<file path="src/rtl/guard_pkg.sv">
// rtl/guard_pkg.sv - shared types for the read/write guards and the recovery sequencer
package guard_pkg;

    typedef enum logic [2:0] {
        ST_IDLE    = 3'd0,
        ST_ISOLATE = 3'd1,
        ST_DRAIN   = 3'd2,
        ST_RESET   = 3'd3,
        ST_CLEAR   = 3'd4
    } guard_rst_state_e;

    typedef logic [7:0] rst_cnt_t;

    typedef struct packed {
        logic ar_valid;
        logic aw_valid;
        logic r_ready;
        logic b_ready;
    } guard_axi_req_t;

    typedef struct packed {
        logic last;
    } guard_axi_r_t;

    typedef struct packed {
        logic         ar_ready;
        logic         aw_ready;
        logic         r_valid;
        guard_axi_r_t r;
        logic         b_valid;
    } guard_axi_rsp_t;

endpackage

</file>
<file path="src/rtl/txn_outstanding_cnt.sv">
// rtl/txn_outstanding_cnt.sv - saturating count of AXI transactions awaiting completion
module txn_outstanding_cnt
    import guard_pkg::*;
#(
    parameter int unsigned MaxTxns = 8,
    parameter int unsigned CntW    = $clog2(MaxTxns + 1),
    parameter type         req_t   = guard_axi_req_t,
    parameter type         rsp_t   = guard_axi_rsp_t
) (
    input  logic            clk_i,
    input  logic            rst_ni,
    input  logic            clr_i,
    input  req_t            req_i,
    input  rsp_t            rsp_i,
    output logic [CntW-1:0] cnt_o
);

    localparam logic [CntW+1:0] MaxVal = (CntW + 2)'(MaxTxns);

    logic            ar_hs, aw_hs, r_hs, b_hs;
    logic [CntW+1:0] up, dn, sum;
    logic [CntW-1:0] cnt_q, cnt_d;

    assign ar_hs = req_i.ar_valid & rsp_i.ar_ready;
    assign aw_hs = req_i.aw_valid & rsp_i.aw_ready;
    assign r_hs  = rsp_i.r_valid & req_i.r_ready & rsp_i.r.last;
    assign b_hs  = rsp_i.b_valid & req_i.b_ready;

    // Net the increments and decrements first, then clamp to [0, MaxTxns].
    always_comb begin
        up = {2'b00, cnt_q} + (CntW + 2)'(ar_hs) + (CntW + 2)'(aw_hs);
        dn = (CntW + 2)'(r_hs) + (CntW + 2)'(b_hs);
        if (up < dn) begin
            sum = '0;
        end else begin
            sum = up - dn;
        end
        if (sum > MaxVal) begin
            sum = MaxVal;
        end
        cnt_d = clr_i ? '0 : sum[CntW-1:0];
    end

    always_ff @(posedge clk_i or negedge rst_ni) begin
        if (!rst_ni) begin
            cnt_q <= '0;
        end else begin
            cnt_q <= cnt_d;
        end
    end

    assign cnt_o = cnt_q;

endmodule

</file>
<file path="src/rtl/guard_rst_seq.sv">
// rtl/guard_rst_seq.sv - isolate/drain/reset/clear recovery sequencer behind the AXI guards
module guard_rst_seq
    import guard_pkg::*;
#(
    parameter int unsigned MaxTxns     = 8,
    parameter int unsigned DrainCycles = 16,
    parameter int unsigned RstCycles   = 8,
    parameter type         req_t       = guard_axi_req_t,
    parameter type         rsp_t       = guard_axi_rsp_t
) (
    input  logic     clk_i,
    input  logic     rst_ni,
    input  req_t     mst_req_i,
    input  rsp_t     slv_rsp_i,
    input  logic     rd_reset_req_i,
    input  logic     wr_reset_req_i,
    output logic     reset_clear_o,
    output logic     isolate_o,
    output logic     slv_rst_no,
    output logic     busy_o,
    output logic     drain_timeout_o,
    output rst_cnt_t rst_cnt_o
);

    localparam int unsigned CntW   = $clog2(MaxTxns + 1);
    localparam int unsigned TmrMax = (DrainCycles > RstCycles) ? DrainCycles : RstCycles;
    localparam int unsigned TmrW   = (TmrMax > 1) ? $clog2(TmrMax) : 1;

    typedef logic [TmrW-1:0] tmr_t;

    localparam tmr_t DrainLast = tmr_t'(DrainCycles - 1);
    localparam tmr_t RstLast   = tmr_t'(RstCycles - 1);

    guard_rst_state_e state_q, state_d;
    tmr_t             tmr_q;
    logic [CntW-1:0]  outstanding;
    logic             timeout_set;
    logic             active_q, slv_rst_n_q, clear_q, timeout_q;
    rst_cnt_t         rst_cnt_q;

    txn_outstanding_cnt #(
        .MaxTxns (MaxTxns),
        .CntW    (CntW),
        .req_t   (req_t),
        .rsp_t   (rsp_t)
    ) u_outstanding (
        .clk_i  (clk_i),
        .rst_ni (rst_ni),
        .clr_i  (state_q == ST_RESET),
        .req_i  (mst_req_i),
        .rsp_i  (slv_rsp_i),
        .cnt_o  (outstanding)
    );

    always_comb begin
        state_d     = state_q;
        timeout_set = 1'b0;
        case (state_q)
            ST_IDLE: begin
                if (rd_reset_req_i || wr_reset_req_i) begin
                    state_d = ST_ISOLATE;
                end
            end
            ST_ISOLATE: begin
                state_d = ST_DRAIN;
            end
            ST_DRAIN: begin
                if (outstanding == '0) begin
                    state_d = ST_RESET;
                end else if (tmr_q == DrainLast) begin
                    state_d     = ST_RESET;
                    timeout_set = 1'b1;
                end
            end
            ST_RESET: begin
                if (tmr_q == RstLast) begin
                    state_d = ST_CLEAR;
                end
            end
            ST_CLEAR: begin
                if (!rd_reset_req_i && !wr_reset_req_i) begin
                    state_d = ST_IDLE;
                end
            end
            default: begin
                state_d = ST_IDLE;
            end
        endcase
    end

    // One timer serves DRAIN and RESET; it restarts at every state change.
    always_ff @(posedge clk_i or negedge rst_ni) begin
        if (!rst_ni) begin
            state_q <= ST_IDLE;
            tmr_q   <= '0;
        end else begin
            state_q <= state_d;
            tmr_q   <= (state_d != state_q) ? '0 : tmr_q + tmr_t'(1);
        end
    end

    // Outputs are decoded from the next state so they line up with the state register.
    always_ff @(posedge clk_i or negedge rst_ni) begin
        if (!rst_ni) begin
            active_q    <= 1'b0;
            slv_rst_n_q <= 1'b1;
            clear_q     <= 1'b0;
            timeout_q   <= 1'b0;
            rst_cnt_q   <= '0;
        end else begin
            active_q    <= (state_d != ST_IDLE);
            slv_rst_n_q <= (state_d != ST_RESET);
            clear_q     <= (state_d == ST_CLEAR);
            if (state_d == ST_ISOLATE) begin
                timeout_q <= 1'b0;
            end else if (timeout_set) begin
                timeout_q <= 1'b1;
            end
            if ((state_d == ST_RESET) && (state_q != ST_RESET) && (rst_cnt_q != 8'hff)) begin
                rst_cnt_q <= rst_cnt_q + 8'd1;
            end
        end
    end

    assign isolate_o       = active_q;
    assign busy_o          = active_q;
    assign slv_rst_no      = slv_rst_n_q;
    assign reset_clear_o   = clear_q;
    assign drain_timeout_o = timeout_q;
    assign rst_cnt_o       = rst_cnt_q;

endmodule

</file>
<file path="config.mk">
export PLATFORM = sky130hd
export DESIGN_NAME = guard_rst_seq
export DESIGN_NICKNAME = d
export VERILOG_FILES = /design/src/rtl/guard_pkg.sv /design/src/rtl/txn_outstanding_cnt.sv /design/src/rtl/guard_rst_seq.sv
export SDC_FILE = /design/constraint.sdc
export NUM_CORES = 1
export LEC_CHECK = 0
export CAP_MARGIN = 30
export CORE_MARGIN = 4
export CORE_UTILIZATION = 51
export CTS_CLUSTER_DIAMETER = 80
export CTS_CLUSTER_SIZE = 20
export DETAILED_ROUTE_END_ITERATION = 12
export GPL_TIMING_DRIVEN = 0
export PLACE_DENSITY_LB_ADDON = 0.08
export SLEW_MARGIN = 20
export SYNTH_ARGS = -nofsm -noshare
export SYNTH_HDL_FRONTEND = slang
export SYNTH_HIERARCHICAL = 1
export SYNTH_SLANG_ARGS = --single-unit
</file>
<file path="constraint.sdc">
create_clock -name clk_i -period 3.5 [get_ports clk_i]
set_input_delay 0.525 -clock clk_i [delete_from_list [all_inputs] [get_ports clk_i]]
set_output_delay 0.525 -clock clk_i [all_outputs]
set_load 0.1 [all_outputs]
</file>
* Word level (Yosys, flattened, before mapping)
Index checks and enable logic that the tools add are counted.
** Word-level totals
- ROM bits :: 0
- RAM bits :: 0
- Latch bits :: 0
- Bits in registers :: 23
- Bits of input ports :: 13
- Memories :: 0
** Operators by class
- Div/mod/pow operators :: 0
- Multipliers :: 0
- $add $sub $neg :: 6
- Order comparisons :: 2
- Shift-type cells :: 0
- Bitwise operators :: 5
- Eq/ne operators :: 13
- Mux-type cells :: 15
- Reductions and logical operators :: 10
** Operators with widths (number)
- $mux 3 :: 5
- $pmux 3 s5 :: 1
- $mux 4 :: 3
- $eq 3x2->1 const B :: 3
- $add 8x1->8 const B :: 1
- $ne 8x8->1 const B :: 1
- $add 6x1->6 :: 1
- $eq 3x1->1 const B :: 2
- $eq 3x3->1 const B :: 2
- $gt 6x4->1 const B :: 1
- $lt 6x6->1 :: 1
- $mux 6 :: 1
- $ne 3x2->1 const B :: 2
- $sub 6x6->6 :: 1
- $add 4x1->5 :: 1
- $and 1x1->1 :: 5
- $mux 1 :: 5
- $add 4x1->4 const B :: 1
- $eq 4x3->1 const B :: 1
- $eq 4x4->1 const B :: 1
- $logic_not 4->1 :: 1
- $logic_and 1x1->1 :: 3
- $logic_not 3->1 :: 1
- $ne 3x3->1 :: 1
- 5 further kinds :: 6

* Logic depth before layout (Yosys ltp)
- Word-level depth :: 8
- Gate-level depth with buffers :: 11

* Cells and area by module
Netlist, hierarchy kept.
** Modules (own cells, without submodules)
- guard_rst_seq :: times used 1, cells each 82, area an instance 898.4 sq um
- txn_outstanding_cnt :: times used 1, cells each 58, area an instance 499.2 sq um

* Worst setup path after synthesis
Ideal clock, no wire load.
- Path kind :: input -> register
- From :: input port mst_req_i[2] (netlist name)
- To :: register u_outstanding.cnt_q[2] (netlist: u_outstanding/cnt_o[2])
- Data required time :: 3.377 ns
- Library setup time :: 0.123 ns
- Setup slack :: 0.460 ns
- Path buffers :: 1
- Data arrival time :: 2.917 ns
- Stages :: 10
- Cells stage by stage :: and2_1 > fa_1 > ha_1 > inv_1 > fa_1 > buf_2 > o41a_1 > a211oi_1 > a2111o_1 > a21oi_1
** Between the ends
- Word-level cells in the longest chain between the ends :: 7
- Elaborated cells between the ends (all ways) :: 8
- Classes of those cells :: 2 x add/sub; 2 x order compare; 3 x mux; 1 x bitwise
** RTL lines
- start, declared :: line guard_rst_seq.sv:13 : input req_t mst_req_i,
- $and 1x1->1 * :: line txn_outstanding_cnt.sv:25 : assign aw_hs = req_i.aw_valid & rsp_i.aw_ready;
- $add 6x1->6 * :: line txn_outstanding_cnt.sv:31 : up = {2'b00, cnt_q} + (CntW + 2)'(ar_hs) + (CntW + 2)'(aw_hs);
- $sub 6x6->6 / $lt 6x6->1 (equally long branches) :: line txn_outstanding_cnt.sv:36, txn_outstanding_cnt.sv:33
- $mux 6 * :: line txn_outstanding_cnt.sv:33 : if (up < dn) begin
- $gt 6x4->1 :: line txn_outstanding_cnt.sv:38 : if (sum > MaxVal) begin
- $mux 4 * :: line txn_outstanding_cnt.sv:38
- $mux 4 * :: line txn_outstanding_cnt.sv:41 : cnt_d = clr_i ? '0 : sum[CntW-1:0];
- net u_outstanding.cnt_d[2] :: line txn_outstanding_cnt.sv:22 : logic [CntW-1:0] cnt_q, cnt_d;
- end signal, assigned :: line txn_outstanding_cnt.sv:48 : cnt_q <= cnt_d;
- end, declared :: line txn_outstanding_cnt.sv:22
Mark *: on every way through the listed nets, which the timed path passes. The rest lies on a longest branch.
A chain may end at the register's enable or synchronous reset.

* Final worst setup path
- From :: input port mst_req_i[2] (netlist name)
- To :: register u_outstanding.cnt_q[1] (netlist: u_outstanding/cnt_o[1])
The elaborated chain is that of the path after synthesis.

==> metrics.txt <==
# TYPE chip_impl_metric gauge
chip_impl_metric{name="vias",unit=""} 1134
chip_impl_metric{name="post_synth_instance_area",unit="um2"} 1400
chip_impl_metric{name="peakVddDrop",unit="mV"} 0.748
chip_impl_metric{name="antenna-diode-count",unit=""} 0
chip_impl_metric{name="drt_iter0_markers",unit=""} 27
chip_impl_metric{name="number_of_synthesized_flops_with_an_enable_pin",unit=""} 0
chip_impl_metric{name="core_region_area",unit="um2"} 2540
chip_impl_info{name="grt_setup_unrepaired",value="no"} 1
chip_impl_metric{name="syn-num-nets",unit=""} 161
chip_impl_metric{name="synth.yosys.seq_area_share",unit=""} 0.413
chip_impl_metric{name="clkLatencyLatePin",unit="ns"} 0.31
chip_impl_metric{name="grt-ovfl-total",unit=""} 0
chip_impl_info{name="hold_path_class",value="register to register"} 1
chip_impl_metric{name="timing.max_slew.rel_slack",unit=""} 0.347
chip_impl_metric{name="timing_hold_violations_final",unit=""} 0
chip_impl_metric{name="layout_setup_ws",unit="ns"} 0.117
chip_impl_metric{name="final_antenna_net_count",unit=""} 0
chip_impl_metric{name="floorplan.rows",unit=""} 18
chip_impl_metric{name="worst-endpoint-required",unit="ns"} 3.70
chip_impl_info{name="cts_tree",value="yes"} 1
chip_impl_metric{name="ys_seq_elements",unit=""} 23
chip_impl_metric{name="post_synthesis_cells",unit=""} 140
chip_impl_info{name="cell_at_the_root_of_the_clock_tree",value="clkbuf_4"} 1
chip_impl_info{name="final_cell_mix",value="clkdlybuf4s50_1, dfrtp_1, nor2_1, nor3_1, nand2_1"} 1
chip_impl_metric{name="placed_cells",unit=""} 196
chip_impl_metric{name="dp_hpwl",unit="um"} 2230
chip_impl_metric{name="number_of_global_route_vias_before_repair",unit=""} 1173
chip_impl_metric{name="track_usage",unit=""} 0.176
chip_impl_metric{name="pin_count_of_the_biggest_net_entering_global_routing",unit=""} 14
chip_impl_metric{name="first_pass_detailed_route_iteration_total",unit=""} 4
chip_impl_metric{name="post-cts-setup-buffer-count",unit=""} 0
chip_impl_metric{name="route.detailed.drc",unit=""} 0
chip_impl_metric{name="synthesis.yosys.warnings",unit=""} 6
chip_impl_metric{name="initial_utilization",unit=""} 0.549
chip_impl_metric{name="fp.dieW",unit="um"} 60.4
chip_impl_metric{name="preCtsSetupSlack",unit="ns"} -0.178
chip_impl_metric{name="cp_max_fo",unit=""} 10
chip_impl_metric{name="cts.sink_count",unit=""} 23
chip_impl_metric{name="routed_wire_length_per_instance",unit="um"} 14.4
chip_impl_metric{name="final_core_util",unit=""} 0.679
chip_impl_metric{name="post_route_cells_drive_above_1_share",unit=""} 0.112
chip_impl_metric{name="grt_first_pass_wirelength",unit="um"} 4830
chip_impl_info{name="outcome",value="completed"} 1
chip_impl_metric{name="setup_viol_count_final",unit=""} 0
chip_impl_metric{name="globalplace.congestion",unit=""} 0.818
chip_impl_metric{name="pin_count",unit=""} 26
chip_impl_metric{name="critical_path_arrival",unit="ns"} 3.59
chip_impl_metric{name="cts.reportedPaths.clkPinSlew",unit="ns"} 0.12
chip_impl_info{name="cp-start-kind",value="input pin"} 1
chip_impl_metric{name="synth.distinct_cells",unit=""} 42
chip_impl_metric{name="fin_worst_skew",unit="ns"} 0.00770
chip_impl_metric{name="max_cap_violations",unit=""} 0
chip_impl_metric{name="clock_path_buffers",unit=""} 2
chip_impl_metric{name="timing.hold.worst_path_depth",unit=""} 1
chip_impl_metric{name="tritoncts.num_buffers",unit=""} 3
chip_impl_info{name="most_frequent_standard_cell_in_the_layout_excluding_fill_and_tap_cells",value="clkdlybuf4s50_1"} 1
chip_impl_metric{name="finish.net_count",unit=""} 192
chip_impl_metric{name="async_reset_ff_frac",unit=""} 1.00
chip_impl_info{name="setup.worst_path.class",value="input pin to register"} 1
chip_impl_metric{name="reg2regPathDepth",unit=""} 9
chip_impl_metric{name="final-max-slew-violation-count",unit=""} 0
chip_impl_metric{name="grt_antenna_before_repair",unit=""} 0
chip_impl_metric{name="final_instance_count_excl_fillers",unit=""} 200
chip_impl_info{name="endpoint_kind",value="register"} 1
chip_impl_metric{name="cts_hold_repair.buffers",unit=""} 0
chip_impl_metric{name="clock_tree.htree_level_count",unit=""} 1
chip_impl_metric{name="clock.fmax",unit="MHz"} 296
chip_impl_info{name="dominantRegCellSynth",value="dfrtp_1"} 1
chip_impl_metric{name="leakage",unit="nW"} 0.751
chip_impl_metric{name="num-fill-cells",unit=""} 213
chip_impl_metric{name="die_h",unit="um"} 60.4
chip_impl_metric{name="fin_worst_hold_slack",unit="ns"} 0.483
chip_impl_metric{name="power_density",unit="nW/um2"} 810
chip_impl_metric{name="post_cts_resized",unit=""} 0
chip_impl_metric{name="route.detailed.vias_per_inst",unit=""} 5.67
chip_impl_metric{name="design.die.area",unit="um2"} 3640
chip_impl_metric{name="period_minus_slack",unit="ns"} 3.38
chip_impl_metric{name="post_synth.cell_area_avg",unit="um2"} 9.98
chip_impl_metric{name="ff2ff_setup_slack",unit="ns"} 0.44
chip_impl_metric{name="final_cycle_utilization_of_the_critical_path",unit=""} 0.967
chip_impl_metric{name="postRouteWirelength",unit="um"} 2870
chip_impl_metric{name="numPortBuffers",unit=""} 25
chip_impl_metric{name="area_growth_syn_to_layout",unit="%"} 23.6
chip_impl_metric{name="slew_of_the_pin_with_the_lowest_slew_margin",unit="ns"} 0.977
==> cell type report <==
cell class | count | area [um2] | area share
plain buffers | 6 | 38.8 | 0.0224
clock buffers | 3 | 22.5 | 0.0130
clock inverters | 1 | 5.00 | 0.00290
inverters | 4 | 15.0 | 0.00869
multi-input cells | 107 | 767 | 0.444
flip-flops and latches | 23 | 577 | 0.334
well taps | 30 | 37.5 | 0.0217
repair buffers | 26 | 265 | 0.154
==> critical path, cell delays in order <==
cell and delay [ns]:
clkdlybuf4s50_1 0.39, and2_1 0.17, fa_1 0.46, ha_1 0.34
inv_1 0.07, fa_1 0.40, buf_2 0.18, o41a_1 0.42
a211oi_1 0.36, a2111o_1 0.20, a21oi_1 0.08
==> worst paths after layout <==
path / startpoint / endpoint
worst min-delay path: tmr_q[0] / tmr_q[0]
worst min register to register: tmr_q[0] / tmr_q[0]
worst max-delay path: mst_req_i[2] / u_outstanding/cnt_o[1]
max in group asynchronous: rst_ni / rst_cnt_o[1]
worst max register to register: u_outstanding/cnt_o[0] / u_outstanding/cnt_o[1]
min in group asynchronous: rst_ni / state_q[0]
==> registers in the layout, summed over array words and instances (netlist names) <==
name / count
slv_rst_no: 1
busy_o: 1
rst_cnt_o: 8
tmr_q: 4
reset_clear_o: 1
state_q: 3
u_outstanding/cnt_o: 4
drain_timeout_o: 1
==> metrics by stage <==
step                total power [W]  instance area [um2]  setup TNS [ns]
floorplan                   0.00108                 1400               0
global placement            0.00124                 1690          -0.271
detailed placement          0.00128                 1700          -0.560
CTS                         0.00140                 1730               0
global route                0.00150                 1730               0
finish                      0.00140                 1730               0
==> cell families (layout without fill, tap and decap cells) <==
| group | Yosys count | count (layout) | synth area share |
|---|---|---|---|
| simple gates | 62 | 62 | 0.236 |
| compound gates | 20 | 20 | 0.114 |
| fa+ha+maj | 8 | 8 | 0.0824 |
| flops | 23 | 23 | 0.413 |
| buf+inv | 10 | 40 | 0.0385 |
| mux | 7 | 7 | 0.0537 |
| xor+xnor | 10 | 10 | 0.0627 |
==> Yosys cell counts (2+ instances only) <==
cell	instances	share of area
inv_1	4	0.011
xor2_1	7	0.044
mux2i_1	3	0.021
a211oi_1	2	0.011
xnor2_1	3	0.019
fa_1	2	0.029
nand2_1	9	0.024
and2_1	3	0.013
nor3_1	11	0.039
a21oi_1	5	0.018
ha_1	6	0.054
buf_2	4	0.014
o211ai_1	2	0.011
and3_1	2	0.0090
nor2_1	11	0.030
mux2_2	4	0.032
nand3_1	8	0.029
or2b_1	2	0.011
nor4_1	3	0.013
a2111o_1	2	0.016
nor2b_1	2	0.0090
nand2b_1	3	0.013
nor3b_1	2	0.011
dfrtp_1	22	0.39
==> metal layers <==
layer | vias up | global-route usage | wire [um] | part of all wire
li1 | 563 | - | - | -
met1 | 542 | 0.206 | 1230 | 0.43
met2 | 27 | 0.329 | 1500 | 0.52
met3 | 2 | 0.0383 | 134 | 0.047
met4 | 0 | 0.0316 | 14 | 0.0049
met5 | - | 0 | 0 | 0
==> power by group <==
group | internal, W | switching (W) | total (W)
logic | 0.000297 | 0.000565 | 0.000862
registers | 0.000345 | 0.0000716 | 0.000417
clock network | 0.0000427 | 0.0000787 | 0.000121
total | 0.000685 | 0.000715 | 0.00140
Power figures use the tool's default switching activity.
